$ cat config.mk
export PLATFORM = sky130hd
export DESIGN_NAME = sel_demux_router_flat
export DESIGN_NICKNAME = d
export VERILOG_FILES = /design/src/rtl/sel_demux_if.sv /design/src/rtl/sel_demux_router.sv /design/src/flat_wrapper.sv
export SDC_FILE = /design/constraint.sdc
export NUM_CORES = 1
export LEC_CHECK = 0
export CAP_MARGIN = 20
export CORE_MARGIN = 2
export CORE_UTILIZATION = 47
export CTS_BUF_LIST = sky130_fd_sc_hd__clkbuf_8
export DETAILED_ROUTE_END_ITERATION = 8
export PLACE_DENSITY = 0.86
export SYNTH_ARGS = -nofsm -noshare
export SYNTH_HDL_FRONTEND = slang
export SYNTH_SLANG_ARGS = --single-unit
$ cat constraint.sdc
create_clock -name clk -period 2.6 [get_ports clk]
set_input_delay 0.39 -clock clk [delete_from_list [all_inputs] [get_ports clk]]
set_output_delay 0.39 -clock clk [all_outputs]
set_load 0.02 [all_outputs]
$ cat src/rtl/sel_demux_if.sv
// Handshake and lane bus for sel_demux_router. The err_cnt signal exists only
// when SEL_ERR_CNT_EN is defined.
interface sel_demux_if;
  logic       in_valid;
  logic       in_ready;
  logic [3:0] in_sel;
  logic [3:0] in_data;
  logic [3:0] a, b, d, e;
  logic       a_vld, b_vld, d_vld, e_vld;
  logic       a_ack, b_ack, d_ack, e_ack;
  logic       err_clr;
  logic       err;
`ifdef SEL_ERR_CNT_EN
  logic [7:0] err_cnt;
`endif

  // Producer/consumer side.
  modport master (
    output in_valid, in_sel, in_data, a_ack, b_ack, d_ack, e_ack, err_clr,
    input  in_ready, a, b, d, e, a_vld, b_vld, d_vld, e_vld,
`ifdef SEL_ERR_CNT_EN
    input  err_cnt,
`endif
    input  err
  );

  // The router itself.
  modport slave (
    input  in_valid, in_sel, in_data, a_ack, b_ack, d_ack, e_ack, err_clr,
    output in_ready, a, b, d, e, a_vld, b_vld, d_vld, e_vld,
`ifdef SEL_ERR_CNT_EN
    output err_cnt,
`endif
    output err
  );
endinterface

$ cat src/rtl/sel_demux_router.sv
// Lane-select demultiplexer feeding the four lanes read by the circuit5 mux.
// Optional macro SEL_ERR_CNT_EN adds the 8-bit saturating invalid-select counter.
module sel_demux_router #(
  parameter logic [3:0] RST_VAL = 4'hF
) (
  input logic         clk,
  input logic         areset,
  sel_demux_if.slave  bus
);

  localparam int unsigned NUM_LANES = 4;

  // Lane index follows the select code: 0=b, 1=e, 2=a, 3=d.
  logic [3:0]           lane_data [NUM_LANES];
  logic [NUM_LANES-1:0] lane_vld;
  logic [NUM_LANES-1:0] lane_ack;
  logic [NUM_LANES-1:0] lane_free;
  logic [NUM_LANES-1:0] lane_load;
  logic                 sel_ok;
  logic [1:0]           sel_idx;
  logic                 in_ready;
  logic                 accept;
  logic                 bad_accept;
  logic                 err_q;

  assign sel_ok    = (bus.in_sel[3:2] == 2'b00);
  assign sel_idx   = bus.in_sel[1:0];
  assign lane_ack  = {bus.d_ack, bus.a_ack, bus.e_ack, bus.b_ack};
  assign lane_free = ~lane_vld | lane_ack;

  // Invalid selects are always consumable so a bad code can never stall the producer.
  always_comb begin
    // NOTE: every always_comb output gets a default first so no latch is inferred.
    in_ready = 1'b1;
    if (sel_ok) in_ready = lane_free[sel_idx];
  end

  assign accept     = bus.in_valid & in_ready;
  assign bad_accept = accept & ~sel_ok;

  always_comb begin
    lane_load = '0;
    if (accept && sel_ok) lane_load[sel_idx] = 1'b1;
  end

  always_ff @(posedge clk or posedge areset) begin
    if (areset) begin
      // NOTE: the lane registers are real state the mux reads, so unlike a RAM they are reset.
      for (int i = 0; i < NUM_LANES; i++) lane_data[i] <= RST_VAL;
      lane_vld <= '0;
    end else begin
      for (int i = 0; i < NUM_LANES; i++) begin
        // NOTE: non-blocking assignments keep every register sampling pre-edge values.
        if (lane_load[i]) begin
          lane_data[i] <= bus.in_data;
          lane_vld[i]  <= 1'b1;
        end else if (lane_ack[i]) begin
          lane_vld[i]  <= 1'b0;
        end
      end
    end
  end

  // A same-cycle invalid accept takes priority over err_clr.
  always_ff @(posedge clk or posedge areset) begin
    if (areset)            err_q <= 1'b0;
    else if (bad_accept)   err_q <= 1'b1;
    else if (bus.err_clr)  err_q <= 1'b0;
  end

`ifdef SEL_ERR_CNT_EN
  logic [7:0] err_cnt_q;

  always_ff @(posedge clk or posedge areset) begin
    if (areset) begin
      err_cnt_q <= 8'h00;
    end else if (bad_accept) begin
      if (bus.err_clr)             err_cnt_q <= 8'h01;
      else if (err_cnt_q != 8'hFF) err_cnt_q <= err_cnt_q + 8'h01;
    end else if (bus.err_clr) begin
      err_cnt_q <= 8'h00;
    end
  end

  assign bus.err_cnt = err_cnt_q;
`endif

  assign bus.in_ready = in_ready;
  assign bus.err      = err_q;
  assign bus.b        = lane_data[0];
  assign bus.e        = lane_data[1];
  assign bus.a        = lane_data[2];
  assign bus.d        = lane_data[3];
  assign bus.b_vld    = lane_vld[0];
  assign bus.e_vld    = lane_vld[1];
  assign bus.a_vld    = lane_vld[2];
  assign bus.d_vld    = lane_vld[3];

endmodule
$ cat src/flat_wrapper.sv
// flat-port wrapper written by rule: the top's interface ports become plain ports
module sel_demux_router_flat 
#(
  parameter logic [3:0] RST_VAL = 4'hF
)
  (clk, areset, bus_in_valid, bus_in_sel, bus_in_data, bus_a_ack, bus_b_ack, bus_d_ack, bus_e_ack, bus_err_clr, bus_in_ready, bus_a, bus_b, bus_d, bus_e, bus_a_vld, bus_b_vld, bus_d_vld, bus_e_vld, bus_err);
  sel_demux_if bus_i ();
  input logic clk;
  input logic areset;
  input wire logic [$bits(bus_i.in_valid)-1:0] bus_in_valid;
  input wire logic [$bits(bus_i.in_sel)-1:0] bus_in_sel;
  input wire logic [$bits(bus_i.in_data)-1:0] bus_in_data;
  input wire logic [$bits(bus_i.a_ack)-1:0] bus_a_ack;
  input wire logic [$bits(bus_i.b_ack)-1:0] bus_b_ack;
  input wire logic [$bits(bus_i.d_ack)-1:0] bus_d_ack;
  input wire logic [$bits(bus_i.e_ack)-1:0] bus_e_ack;
  input wire logic [$bits(bus_i.err_clr)-1:0] bus_err_clr;
  output wire logic [$bits(bus_i.in_ready)-1:0] bus_in_ready;
  output wire logic [$bits(bus_i.a)-1:0] bus_a;
  output wire logic [$bits(bus_i.b)-1:0] bus_b;
  output wire logic [$bits(bus_i.d)-1:0] bus_d;
  output wire logic [$bits(bus_i.e)-1:0] bus_e;
  output wire logic [$bits(bus_i.a_vld)-1:0] bus_a_vld;
  output wire logic [$bits(bus_i.b_vld)-1:0] bus_b_vld;
  output wire logic [$bits(bus_i.d_vld)-1:0] bus_d_vld;
  output wire logic [$bits(bus_i.e_vld)-1:0] bus_e_vld;
  output wire logic [$bits(bus_i.err)-1:0] bus_err;
  assign bus_i.in_valid = bus_in_valid;
  assign bus_i.in_sel = bus_in_sel;
  assign bus_i.in_data = bus_in_data;
  assign bus_i.a_ack = bus_a_ack;
  assign bus_i.b_ack = bus_b_ack;
  assign bus_i.d_ack = bus_d_ack;
  assign bus_i.e_ack = bus_e_ack;
  assign bus_i.err_clr = bus_err_clr;
  assign bus_in_ready = bus_i.in_ready;
  assign bus_a = bus_i.a;
  assign bus_b = bus_i.b;
  assign bus_d = bus_i.d;
  assign bus_e = bus_i.e;
  assign bus_a_vld = bus_i.a_vld;
  assign bus_b_vld = bus_i.b_vld;
  assign bus_d_vld = bus_i.d_vld;
  assign bus_e_vld = bus_i.e_vld;
  assign bus_err = bus_i.err;
  sel_demux_router #(.RST_VAL(RST_VAL)) u_core (.clk(clk), .areset(areset), .bus(bus_i));
endmodule
==> results.txt <==
status -> finished, final reports clean
leakage power of the design -> 0.566 nW
cells resized by post-CTS repair -> 0
critical setup path kind -> in2out
register bit count reported by yosys -> 21
largest fanout on the critical path -> 8
ratio of final minimum period to clock period -> 89.5%
average wire length per cell after detail routing -> 14.2 µm
wire length of the first global-routing pass -> 3240 µm
nets -> 122
count of placed standard cells in the final layout, fillers left out -> 132
placed cell count -> 128
transition time at the pin with the least slew margin -> 0.741 ns
number of optimization iterations in the first detailed-route pass -> 4
cell types occupying the most area after synthesis -> sky130_fd_sc_hd__dfstp_2 45%, sky130_fd_sc_hd__mux2_2 15%, sky130_fd_sc_hd__dfrtp_1 13%, sky130_fd_sc_hd__mux2_4 6.5%, sky130_fd_sc_hd__nand2b_1 3.4%
Clock Skew -> 0.000701 ns
number of antenna violations at the first check in global routing -> 0
worst relative slew slack -> 50.6%
number of clock buffers inserted by TritonCTS -> 3
sort of element at the end of the critical path -> output port
Mean Syn Cell Area -> 14.5 µm²
maximum number of buffers from clock root to sink -> 2
shortest clock period the worst path allows after layout -> 2.33 ns
number of filler instances in the final layout -> 143
area of the die -> 2350 µm²
height of the die -> 48.5 µm
io pins -> 38
via count -> 643
CTS Sinks -> 21
register area share after synthesis -> 58.7%
grt total ovfl -> 0
Post-Syn Area -> 930 µm²
most frequently used cell type in the post-synthesis netlist -> sky130_fd_sc_hd__dfstp_2
area delta synth->final -> 48.0%
number of endpoints with negative hold slack in the final report -> 0
DRC violations left -> 0
synthesized netlist cell count -> 64
FFs w/ async S/R, synth -> 100%
type of the worst min-delay path -> reg2reg
routability congestion estimate -> 0.779
number of hold buffers added after cts -> 0
chip width -> 48.5 µm
setup TNS -> 0 ns
share of layout cells above drive strength 1 -> 38.1%
total power divided by cell area -> 723 nW/µm²
final design utilization -> 71.6%
CTS HTree Levels -> 1
fmax -> 430 MHz
number of enable-type register cells in the synthesized netlist -> 0
starting density of the core -> 48.4%
routed wire length -> 1870 µm
count of input and output buffers -> 37
antenna fix cells -> 0
number of setup buffers added after CTS -> 0
overall power consumption -> 995 µW
hpwl dp -> 1410 µm
Core Area -> 1920 µm²
synth warn -> 0
area share of the largest cell type after synthesis -> 45.2%
number of nets with antenna violations after detailed routing -> 0
Tot GR Track Use -> 18.3%
CTS clock-pin slew for the worst setup and hold paths -> 0.07 ns
Final Hold Slack -> 0.532 ns
most common flop cell mapped by yosys -> sky130_fd_sc_hd__dfstp_2
Synth area leader -> sky130_fd_sc_hd__dfstp_2
required time of the critical path -> 2.21 ns
RSZ-0062 raised after global routing -> false
nature of the critical path startpoint -> primary input
source-to-sink clock delay at the later pin of the worst-skew pair -> 0.26 ns
Setup-failing EPs final -> 0
clock tree root buffer cell -> sky130_fd_sc_hd__clkbuf_8
nets in the synthesized netlist -> 80
IR drop worst, VDD -> 0.480 mV
final slew viol count -> 0
count of standard-cell rows -> 16
detail-routed via count per cell -> 4.87
via count of the first global-routing pass -> 718
top cell types by occurrence after synthesis -> 16 x sky130_fd_sc_hd__dfstp_2, 12 x sky130_fd_sc_hd__mux2_2, 5 x sky130_fd_sc_hd__dfrtp_1, 5 x sky130_fd_sc_hd__nand2b_1
number of max-capacitance violations reported -> 0
drt initial violations -> 2
pin count of the biggest net entering global routing -> 22
synth unique cells -> 19
arrival time at the worst endpoint -> 1.94 ns
CTS tree -> built
==> registers in the layout, summed over array words and instances (netlist names) <==
| signal | flops |
|---|---|
| u_core.lane_vld | 4 |
| u_core.bus.d | 4 |
| u_core.bus.a | 4 |
| u_core.bus.b | 4 |
| u_core.bus.err | 1 |
| u_core.bus.e | 4 |
==> power breakdown <==
group | switching [mW] | leakage, nW | internal, mW
Clock | 0.0999 | 0.0255 | 0.107
Combinational | 0.143 | 0.306 | 0.182
Sequential | 0.0329 | 0.234 | 0.431
Total | 0.276 | 0.566 | 0.719
==> routing by layer <==
metal | global-route usage, % | part of all wire, %
met1 | 19.8 | 42
met2 | 30.3 | 49
met3 | 6.48 | 7.7
met4 | 11.9 | 1.6
met5 | 0 | 0
==> final cells by class <==
class / instances / area [µm²] / share of cell area [%]
repair buffers: 38 / 378 / 27.5
well taps: 27 / 33.8 / 2.45
inverters: 3 / 11.3 / 0.818
clock inverters: 1 / 5.00 / 0.364
flip-flops and latches: 21 / 546 / 39.6
clock buffers: 3 / 41.3 / 3.00
multi-input cells: 39 / 362 / 26.3
==> final timing paths <==
check,to,slack (ns),cells after the start,startpoint
setup / recovery,bus_in_ready,0.27,4,bus_in_sel[1]
hold / removal,u_core.bus.err,0.53,2,u_core.bus.err
setup reg to reg,u_core.bus.d[1],1.30,3,u_core.lane_vld[3]
hold reg to reg,u_core.bus.err,0.53,2,u_core.bus.err
max in group asynchronous,u_core.bus.err,1.58,2,areset
min in group asynchronous,u_core.lane_vld[2],0.56,2,areset
==> metrics by stage <==
step                      cell area (µm²)  worst slack [ns]
final                                1380             0.272
after global routing                 1380             0.201
after CTS                            1380             0.270
after detailed placement             1330             0.269
after global placement               1330             0.306
after floorplan                       930              1.17
==> placed cells by master, fill, tap and decap left out <==
master,Yosys,routed
sky130_fd_sc_hd__dfstp_2,16,16
sky130_fd_sc_hd__and3_1,1,1
sky130_fd_sc_hd__nand2b_1,5,5
sky130_fd_sc_hd__o21ai_0,3,3
sky130_fd_sc_hd__mux2i_1,1,1
sky130_fd_sc_hd__clkinv_2,0,1
sky130_fd_sc_hd__nand3_1,1,1
sky130_fd_sc_hd__o211ai_1,1,1
sky130_fd_sc_hd__nand4_1,2,2
sky130_fd_sc_hd__a311oi_1,1,1
sky130_fd_sc_hd__mux2_4,4,4
sky130_fd_sc_hd__dfrtp_1,5,5
sky130_fd_sc_hd__clkdlybuf4s50_1,0,37
sky130_fd_sc_hd__nand3_2,1,1
sky130_fd_sc_hd__buf_4,0,1
sky130_fd_sc_hd__inv_1,3,3
sky130_fd_sc_hd__and4_1,1,1
sky130_fd_sc_hd__mux2_2,12,12
sky130_fd_sc_hd__nor4b_4,1,1
sky130_fd_sc_hd__nand2_1,4,4
sky130_fd_sc_hd__nor3b_2,1,1
sky130_fd_sc_hd__clkbuf_8,0,3
==> logic make-up after synthesis <==
group	count (synthesis)	synth area share (%)
flops	21	58.7
mux	17	22.1
simple gates	17	13.5
compound gates	5	3.36
buf+inv	4	2.42
==> critical path: stages <==
cell and delay, ns:
sky130_fd_sc_hd__clkdlybuf4s50_1 0.55, sky130_fd_sc_hd__a311oi_1 0.33, sky130_fd_sc_hd__o211ai_1 0.12, sky130_fd_sc_hd__clkdlybuf4s50_1 0.55
No activity file was read; power rests on OpenSTA's default activity.
